**src/rtl/ps2_rx_fifo_ctrl_if.sv**
```systemverilog
// Bundle between the PS/2 receive controller, its scan-code decoder and the 68k bus interface.
// The master side is the decoder/CPU pair; the slave side is ps2_rx_fifo_ctrl.
interface ps2_rx_fifo_ctrl_if;
  logic       dec_valid;
  logic [7:0] dec_data;
  logic       dec_clr;
  logic       rd_req;
  logic       rd_sel;
  logic       wr_req;
  logic [7:0] wr_data;
  logic [7:0] rd_data;
  logic       rd_ack;
  logic       irq_n;
  logic [3:0] count;

  modport master (
    output dec_valid, dec_data, rd_req, rd_sel, wr_req, wr_data,
    input  dec_clr, rd_data, rd_ack, irq_n, count
  );

  modport slave (
    input  dec_valid, dec_data, rd_req, rd_sel, wr_req, wr_data,
    output dec_clr, rd_data, rd_ack, irq_n, count
  );
endinterface

```
**src/rtl/ps2_rx_fifo_ctrl.sv**
```systemverilog
// PS/2 receive sequencer: captures decoder bytes once each, buffers them in a FIFO for the 68k,
// and exposes DATA/STATUS reads, a CTRL write and an active-low interrupt.
module ps2_rx_fifo_ctrl #(
  parameter int DEPTH_LOG2 = 3
) (
  input logic             clk,
  input logic             rst_n,
  ps2_rx_fifo_ctrl_if.slave bus
);

  localparam int         DEPTH      = 1 << DEPTH_LOG2;
  localparam logic [3:0] FULL_COUNT = 4'(DEPTH);

  typedef enum logic [1:0] {ST_IDLE, ST_CLEAR, ST_WAIT} state_t;

  state_t                 state_reg, state_next;
  logic [7:0]             mem [DEPTH];
  logic [DEPTH_LOG2-1:0]  wr_ptr_reg, rd_ptr_reg;
  logic [3:0]             count_reg;
  logic                   ovf_reg, irq_en_reg, dec_clr_reg, rd_ack_reg, irq_n_reg;
  logic [7:0]             rd_data_reg;

  logic       capture, full, empty, push, pop, ovf_set, ovf_clr, flush;
  logic [7:0] status;

  always_comb begin
    state_next = state_reg;
    capture    = 1'b0;
    case (state_reg)
      ST_IDLE: begin
        if (bus.dec_valid) begin
          capture    = 1'b1;
          state_next = ST_CLEAR;
        end
      end
      ST_CLEAR: state_next = ST_WAIT;
      // Hold here while the decoder keeps valid up so a byte is never taken twice.
      ST_WAIT:  if (!bus.dec_valid) state_next = ST_IDLE;
      default:  state_next = ST_IDLE;
    endcase
  end

  assign full    = (count_reg == FULL_COUNT);
  assign empty   = (count_reg == 4'd0);
  assign push    = capture & ~full;
  assign ovf_set = capture & full;
  assign pop     = bus.rd_req & ~bus.rd_sel & ~empty;
  assign flush   = bus.wr_req & bus.wr_data[1];
  assign ovf_clr = bus.wr_req & bus.wr_data[2];
  assign status  = {ovf_reg, irq_en_reg, full, empty, count_reg};

  // Storage carries no reset so it can map onto block RAM; a pushed byte under flush is harmless.
  always_ff @(posedge clk) begin
    if (push) mem[wr_ptr_reg] <= bus.dec_data;
  end

  always_ff @(posedge clk or negedge rst_n) begin
    if (!rst_n) begin
      state_reg   <= ST_IDLE;
      wr_ptr_reg  <= '0;
      rd_ptr_reg  <= '0;
      count_reg   <= 4'd0;
      ovf_reg     <= 1'b0;
      irq_en_reg  <= 1'b0;
      dec_clr_reg <= 1'b0;
      rd_ack_reg  <= 1'b0;
      rd_data_reg <= 8'h00;
      irq_n_reg   <= 1'b1;
    end else begin
      state_reg   <= state_next;
      // Clear pulse trails the CLEAR state by one edge so the byte is already safely stored.
      dec_clr_reg <= (state_reg == ST_CLEAR);
      rd_ack_reg  <= bus.rd_req;
      irq_n_reg   <= ~(irq_en_reg & (~empty | ovf_reg));

      if (bus.rd_req) begin
        if (bus.rd_sel)  rd_data_reg <= status;
        else if (empty)  rd_data_reg <= 8'h00;
        else             rd_data_reg <= mem[rd_ptr_reg];
      end

      if (flush) begin
        wr_ptr_reg <= '0;
        rd_ptr_reg <= '0;
        count_reg  <= 4'd0;
      end else begin
        if (push) wr_ptr_reg <= wr_ptr_reg + DEPTH_LOG2'(1);
        if (pop)  rd_ptr_reg <= rd_ptr_reg + DEPTH_LOG2'(1);
        count_reg <= count_reg + {3'b000, push} - {3'b000, pop};
      end

      if (bus.wr_req) irq_en_reg <= bus.wr_data[0];

      if (ovf_set)      ovf_reg <= 1'b1;
      else if (ovf_clr) ovf_reg <= 1'b0;
    end
  end

  assign bus.dec_clr = dec_clr_reg;
  assign bus.rd_data = rd_data_reg;
  assign bus.rd_ack  = rd_ack_reg;
  assign bus.irq_n   = irq_n_reg;
  assign bus.count   = count_reg;

endmodule

```
**src/flat_wrapper.sv**
```systemverilog
// flat-port wrapper written by rule: the top's interface ports become plain ports
module ps2_rx_fifo_ctrl_flat 
#(
  parameter int DEPTH_LOG2 = 3
)
  (clk, rst_n, bus_dec_valid, bus_dec_data, bus_rd_req, bus_rd_sel, bus_wr_req, bus_wr_data, bus_dec_clr, bus_rd_data, bus_rd_ack, bus_irq_n, bus_count);
  ps2_rx_fifo_ctrl_if bus_i ();
  input logic clk;
  input logic rst_n;
  input wire logic [$bits(bus_i.dec_valid)-1:0] bus_dec_valid;
  input wire logic [$bits(bus_i.dec_data)-1:0] bus_dec_data;
  input wire logic [$bits(bus_i.rd_req)-1:0] bus_rd_req;
  input wire logic [$bits(bus_i.rd_sel)-1:0] bus_rd_sel;
  input wire logic [$bits(bus_i.wr_req)-1:0] bus_wr_req;
  input wire logic [$bits(bus_i.wr_data)-1:0] bus_wr_data;
  output wire logic [$bits(bus_i.dec_clr)-1:0] bus_dec_clr;
  output wire logic [$bits(bus_i.rd_data)-1:0] bus_rd_data;
  output wire logic [$bits(bus_i.rd_ack)-1:0] bus_rd_ack;
  output wire logic [$bits(bus_i.irq_n)-1:0] bus_irq_n;
  output wire logic [$bits(bus_i.count)-1:0] bus_count;
  assign bus_i.dec_valid = bus_dec_valid;
  assign bus_i.dec_data = bus_dec_data;
  assign bus_i.rd_req = bus_rd_req;
  assign bus_i.rd_sel = bus_rd_sel;
  assign bus_i.wr_req = bus_wr_req;
  assign bus_i.wr_data = bus_wr_data;
  assign bus_dec_clr = bus_i.dec_clr;
  assign bus_rd_data = bus_i.rd_data;
  assign bus_rd_ack = bus_i.rd_ack;
  assign bus_irq_n = bus_i.irq_n;
  assign bus_count = bus_i.count;
  ps2_rx_fifo_ctrl #(.DEPTH_LOG2(DEPTH_LOG2)) u_core (.clk(clk), .rst_n(rst_n), .bus(bus_i));
endmodule
```
**config.mk**
```make
export PLATFORM = sky130hd
export DESIGN_NAME = ps2_rx_fifo_ctrl_flat
export DESIGN_NICKNAME = d
export VERILOG_FILES = /design/src/rtl/ps2_rx_fifo_ctrl_if.sv /design/src/rtl/ps2_rx_fifo_ctrl.sv /design/src/flat_wrapper.sv
export SDC_FILE = /design/constraint.sdc
export NUM_CORES = 1
export LEC_CHECK = 0
export CELL_PAD_IN_SITES_DETAIL_PLACEMENT = 0
export CELL_PAD_IN_SITES_GLOBAL_PLACEMENT = 1
export CORE_ASPECT_RATIO = 0.7
export CORE_MARGIN = 4
export CORE_UTILIZATION = 50
export CTS_BUF_LIST = sky130_fd_sc_hd__clkbuf_16
export DETAILED_ROUTE_END_ITERATION = 8
export PLACE_DENSITY_LB_ADDON = 0.1
export SLEW_MARGIN = 10
export SYNTH_ARGS = -nofsm -noshare
export SYNTH_HDL_FRONTEND = slang
export SYNTH_SLANG_ARGS = --single-unit
```
**constraint.sdc**
```tcl
create_clock -name clk -period 5 [get_ports clk]
set_input_delay 0.5 -clock clk [delete_from_list [all_inputs] [get_ports clk]]
set_output_delay 0.5 -clock clk [all_outputs]
set_load 0.005 [all_outputs]
```
# --- Yosys cells after proc, flatten, opt, wreduce, memory -nomap -nowiden ---
# Memories as Yosys holds them, arrays and structs flattened.
# Index checks and enable logic that the tools add are counted.
word_totals:
  latch_bits: 0
  in_bits: 22
  memories: 1
  mem_bits_rw: 64
  ff_bits: 25
  elab_cells: 54
  mem_bits_ro: 0
  out_inout_bits: 15
memory_table:
  columns: ["memory", "depth", "width", "rd", "rd_clocked_by_memory_dff", "wr", "line", "text"]
  rows:
  - ["u_core.mem", 8, 8, 1, 0, 1, "ps2_rx_fifo_ctrl.sv:17", "logic [7:0] mem [DEPTH];"]
op_classes:
  n_mul: 0
  mux: 16
  reduce_logical: 6
  shifts: 0
  add_sub_neg: 4
  n_bitwise: 12
  order_cmp: 0
  n_eq_ne: 5
  n_div: 0
op_table:
  columns: ["operator", "count"]
  rows:
  - ["$mux W8", 2]
  - ["$mux W3", 4]
  - ["$and A1 B1 Y1", 7]
  - ["$add A3 B1 Y3 const B", 2]
  - ["$mux W1", 6]
  - ["$pmux W2 S3", 1]
  - ["$reduce_bool A2 Y1", 3]
  - ["$add A4 B1 Y4", 1]
  - ["$eq A4 B4 Y1 const B", 1]
  - ["$logic_not A4 Y1", 1]
  - ["$mux W2", 2]
  - ["$mux W4", 1]
  - ["$ne A2 B2 Y1 const B", 2]
  - ["$not A1 Y1", 4]
  - ["$sub A4 B1 Y4", 1]
  - ["$eq A2 B1 Y1 const B", 1]
  - ["$eq A2 B2 Y1 const B", 1]
  - ["$logic_not A2 Y1", 1]
  - ["$reduce_and A2 Y1", 1]
  - ["$or A1 B1 Y1", 1]

# --- Logic depth before layout (Yosys ltp) ---
depth:
  ltp_word: 6
  ltp_mapped: 12
  depth_no_buf: 11

# --- Worst setup path before layout ---
# OpenSTA, ideal clock, no wires.
synth_timing:
  path_type: "reg2reg"
  startpoint: "register u_core.count_reg[2], in the netlist u_core.bus.count[2]"
  endpoint: "register u_core.count_reg[2], in the netlist u_core.bus.count[2]"
  required_time_ps: 4868
  path_buffers: 1
  stages_incl_launch_ff: 12
  arrival_ps: 2364
  setup_time_ps: 132
  setup_slack_ps: 2504
  synth_period_minus_slack_ps: 2496
  cell_sequence: "dfrtp_1 > inv_1 > ha_1 > or3b_4 > and3b_4 > buf_6 > ha_1 > inv_1 > ha_1 > fa_1 > xnor2_1 > nor2_1"
synth_via:
  elab_chain_cells: 6
  word_cells_on_any_way: 9
  cone_classes: "2 x add/sub; 1 x eq/ne; 1 x mux; 4 x bitwise; 1 x reduce/logical"
synth_lines:
  columns: ["item", "line", "text"]
  rows:
  - ["start: declaration", "ps2_rx_fifo_ctrl.sv:19", "logic [3:0] count_reg;"]
  - ["start signal: assignment", "ps2_rx_fifo_ctrl.sv:89", "count_reg <= count_reg + {3'b000, push} - {3'b000, pop};"]
  - ["$eq A4 B4 Y1", "ps2_rx_fifo_ctrl.sv:43", "assign full = (count_reg == FULL_COUNT);"]
  - ["$not A1 Y1", "ps2_rx_fifo_ctrl.sv:45", "assign push = capture & ~full;"]
  - ["$and A1 B1 Y1", "ps2_rx_fifo_ctrl.sv:45", null]
  - ["$add A4 B1 Y4", "ps2_rx_fifo_ctrl.sv:89", null]
  - ["$sub A4 B1 Y4 *", "ps2_rx_fifo_ctrl.sv:89", null]
  - ["$mux W4 *", "ps2_rx_fifo_ctrl.sv:82", "if (flush) begin"]
# Mark *: on every way between the ends. The rest lies on a longest branch, timed or not.
# A chain may end at the register's enable or synchronous reset.

# --- Worst setup path after layout ---
# Same ends and word-level chain as after synthesis.

==> flow_results.org <==
** Die
- Number of top-level pins :: 37
- Die Footprint :: 8832 sq um
- The die is 110.6 microns wide.
- Standard-cell rows :: 25
- The core region is 6944 sq um.
- For this configuration, the core starts out at a cell density of 53.08%.
- The floorplan step set the die height to 79.84 microns.

** Synthesis
- Compound-gate portion of the synthesized area :: 5.669%
- Syn Std Cell Area :: 3686 sq um
- Flop and latch count out of synthesis :: 89
- Prevailing post-synth register cell :: sky130_fd_sc_hd__edfxtp_1
- Post-synthesis share of cell area spent on and, or, nand and nor gates :: 8.893%
- Share of the synthesized netlist area taken by xor and xnor gates :: 1.188%
- Sequential fraction of the synthesis area :: 69.14%
- Sorting the synthesized cells by how often they occur yields sky130_fd_sc_hd__edfxtp_1, sky130_fd_sc_hd__mux2i_1, sky130_fd_sc_hd__dfrtp_1, sky130_fd_sc_hd__nand2_1, sky130_fd_sc_hd__a22oi_1.
- Averaged over all synthesized cells, the footprint is 14.63 sq um.
- Area share of the leading cell type in the synthesized netlist :: 52.14%
- Of all cell types, the one taking the most synthesized area is sky130_fd_sc_hd__edfxtp_1.
- Top area cells in the synthesized netlist :: sky130_fd_sc_hd__edfxtp_1, sky130_fd_sc_hd__dfrtp_1, sky130_fd_sc_hd__mux2i_1, sky130_fd_sc_hd__a22oi_1, sky130_fd_sc_hd__ha_1
- Ys async rst share :: 28.09%
- Syn. warnings :: 0
- After synthesis, the netlist uses 35 different library cells.
- Cell count after synthesis :: 252
- Arithmetic-cell share of the synthesized area counting full adders, half adders and majority gates :: 3.259%
- The synthesized design contains 64 enable-type register cells.
- After synthesis, the largest family of logic cells by area is multiplexers.
- Leading cell type by number of instances after synthesis :: sky130_fd_sc_hd__edfxtp_1
- Syn nets :: 283
- Fraction of synthesized area in multiplexers :: 9.267%

** Timing
- Derived from the worst setup path, the maximum achievable clock frequency is 377.5 MHz.
- Of the available clock period, the critical path in the final layout requires 52.98%.
- Worst clock skew on the final layout :: 4.605 ps
- Setup violations remaining at the end of the flow were counted as 0.
- Adding up every negative setup slack in the final design gives 0 ps.
- At the pin with the least slew margin, the transition time is 994.9 ps.
- Setup repair after global routing left no endpoint under its margin.
- Headroom to the max-slew limit came out at 33.67%.
- Period minus WS final :: 2649 ps
- Hold is met by 464.7 ps.
- Setup slack closes at 2351 ps.
- The max-slew violation count came to 0.
- The total count of hold-check failures in the final report is 0.

** Worst setup path
- By instance count, the cell type seen most on the critical path is sky130_fd_sc_hd__ha_1.
- For the worst setup path, the data required time is 5200 ps.
- Critical path class :: reg -> reg
- For the worst flop-to-flop path, the logic depth is 10.
- The setup check on the worst reg-to-reg path leaves a slack of 2350 ps.
- Along the worst path, the maximum fanout reaches 11.
- The worst register-to-register path begins at u_core.bus.count[2]$_DFF_PN0_.
- The worst register-to-register path ends at u_core.bus.count[2]$_DFF_PN0_.
- Kind of end point of the critical path :: flip-flop
- For the worst setup path, the data arrival time is 2850 ps.
- The slowest stage of the critical path belongs to the cell sky130_fd_sc_hd__dfrtp_1.
- End point of the critical path :: u_core.bus.count[2]$_DFF_PN0_
- Walking the worst path, the cells encountered are inv_1 -> ha_1 -> or3b_4 -> and3b_4 -> ha_1 -> inv_1 -> ha_1 -> fa_1 -> xnor2_1 -> nor2_1.
- CP Launch Point :: u_core.bus.count[2]$_DFF_PN0_
- Critical Path Max Stage Delay :: 430 ps
- The worst setup path is launched from a flip-flop.

** Power
- Lkg Pwr :: 0.001626 uW
- Across the VDD grid, the largest voltage drop is 0.3005 mV.
- For this design the ratio of total power to cell area is 524.9 nW/um^2.

** Clock network
- Maximum count of clock buffers along a single path :: 2
- In this run, CTS created clock tree buffers numbering 9.
- Clock-pin slew was measured on the worst setup and hold paths at 60 ps.
- Count of clock tree sinks :: 89
- CTS Hold Buffers Added :: 0
- Buffers added to address setup during post-CTS repair amount to 0.
- The number of gates resized after CTS was 0.
- The H-tree was split into 3 levels.
- For the worst-skew pair, the clock arrives at the later sink with an insertion delay of 330 ps.
- Clock tree from TritonCTS :: yes
- Root Buffer :: sky130_fd_sc_hd__clkbuf_16

** Route
- Number of remaining DRC errors :: 0
- Number of vias in the routed layout :: 2074
- Via count normalized by instance count :: 5.373
- In this run the remaining antenna-violating nets after routing total 0.
- Wires add up to 6.893 mm.
- Violation count after the first detailed-routing iteration :: 64
- In the final routed layout, each cell accounts on average for 17.86 microns.
- Before antenna repair, the detailed router went through 5 iterations.

** Placed design
- The congestion estimate from routability-driven global placement came to 0.7391.
- During placement, the flow inserted port buffers numbering 31.
- Once placement finished, the instance area stood at 4080 sq um.
- Detailed placement ended at an HPWL of 4.577 mm.
- Pre-CTS setup slack :: 2021 ps
- Number of placed instances with taps included :: 370

** Final layout
- Non-Filler Cell Area, Final :: 4393 sq um
- The layout has 530 filler cells.
- The register with the most flip-flops in the layout has 64 of them.
- Final-stage net count :: 318
- Non-filler cells in the finished layout :: 386
- The area growth from synthesis to layout is 19.18%.
- Ant diodes :: 0
- Fraction of layout cells with a size suffix above 1 :: 8.562%

** Global routing
- Entering global routing, the biggest net connects 35 pins.
- The via count of the first global-routing pass came to 2024.
- The first global-routing pass estimated 11.01 mm of wire.
- GRT Total Usage :: 17.06%
- After global routing the overflow that remains totals 0.
- Initial antenna violation count :: 0

** Flow run
- Max capacitance violation total :: 0

** Outcome
- Status :: finished clean

** Hold path
- Kind of path behind the tightest hold check :: reg -> reg
worst min-delay path by stage:
| stage | end | depth (start not counted) | slack (ps) | startpoint |
|---|---|---|---|---|
| after floorplan | u_core.bus.count[0]$_DFF_PN0_ | 0 | 200 | rst_n |
| after global placement | u_core.bus.irq_n$_DFF_PN1_ | 1 | 450 | u_core.irq_en_reg$_DFFE_PN0P_ |
| after detailed placement | u_core.bus.irq_n$_DFF_PN1_ | 1 | 450 | u_core.irq_en_reg$_DFFE_PN0P_ |
| after CTS | u_core.bus.irq_n$_DFF_PN1_ | 1 | 460 | u_core.irq_en_reg$_DFFE_PN0P_ |
| after global routing | u_core.bus.irq_n$_DFF_PN1_ | 1 | 500 | u_core.irq_en_reg$_DFFE_PN0P_ |
| final | u_core.bus.irq_n$_DFF_PN1_ | 1 | 460 | u_core.ovf_reg$_DFFE_PN0P_ |
cell usage in the layout, fill, tap and decap left out, drive strengths merged, types with 2 or more instances in the layout:
cell	synthesis	final
edfxtp	64	64
mux2i	33	33
clkdlybuf4s50	0	31
dfrtp	24	24
nand2	23	23
a22oi	16	16
nor2	14	14
inv	10	12
nand3	9	9
clkbuf	2	9
ha	8	8
o21ai	6	6
nor2b	5	5
xnor2	4	4
nand2b	4	4
a21oi	3	3
o221ai	3	3
buf	8	3
and2	2	2
nor3	2	2
bufinv	0	2
clkinvlp	0	2
or3b	2	2
through the flow:
step	utilization (%)	power, uW
3_5_place_dp	58.76	1639
6_report	63.26	2306
3_3_place_gp	58.76	1628
5_1_grt	63.26	2451
4_1_cts	63.26	2328
2_1_floorplan	-	1417
logic make-up after synthesis:
logic type,after synthesis
compound gates,30
xor+xnor,5
fa+ha+maj,9
buf+inv,20
flops,89
mux,34
simple gates,65
power by group:
group	switching, uW	internal [uW]
clock network	252	432
logic	257	319
registers	134	911
total	644	1660
final cells by class:
class                           instances  area, sq um  area share [%]
Clock inverter                          7        87.58           1.994
Multi-Input combinational cell        143         1042           23.73
Inverter                               10        37.54          0.8545
Clock buffer                            9        225.2           5.127
Tap cell                               94        117.6           2.677
Sequential cell                        89         2550           58.05
Timing Repair Buffer                   34        332.8           7.576
metal layers:
layer	track usage [%]	wire (microns)	share of wire (%)	up-vias
met5	0	0	0	-
met4	6.765	103	1.5	0
met3	5.000	243	3.5	12
met2	26.33	3262	47	41
met1	22.95	3284	48	1022
li1	-	-	-	999
critical path, delay by kind of cell (launching register included):
family | cells | cell delay [ps]
flip-flops | 1 | 430
buffers and inverters | 2 | 180
adder cells (fa/ha/maj) | 4 | 1030
XOR/XNOR | 1 | 160
AND/OR/NAND/NOR | 3 | 720
No activity file was read; power rests on OpenSTA's default activity.
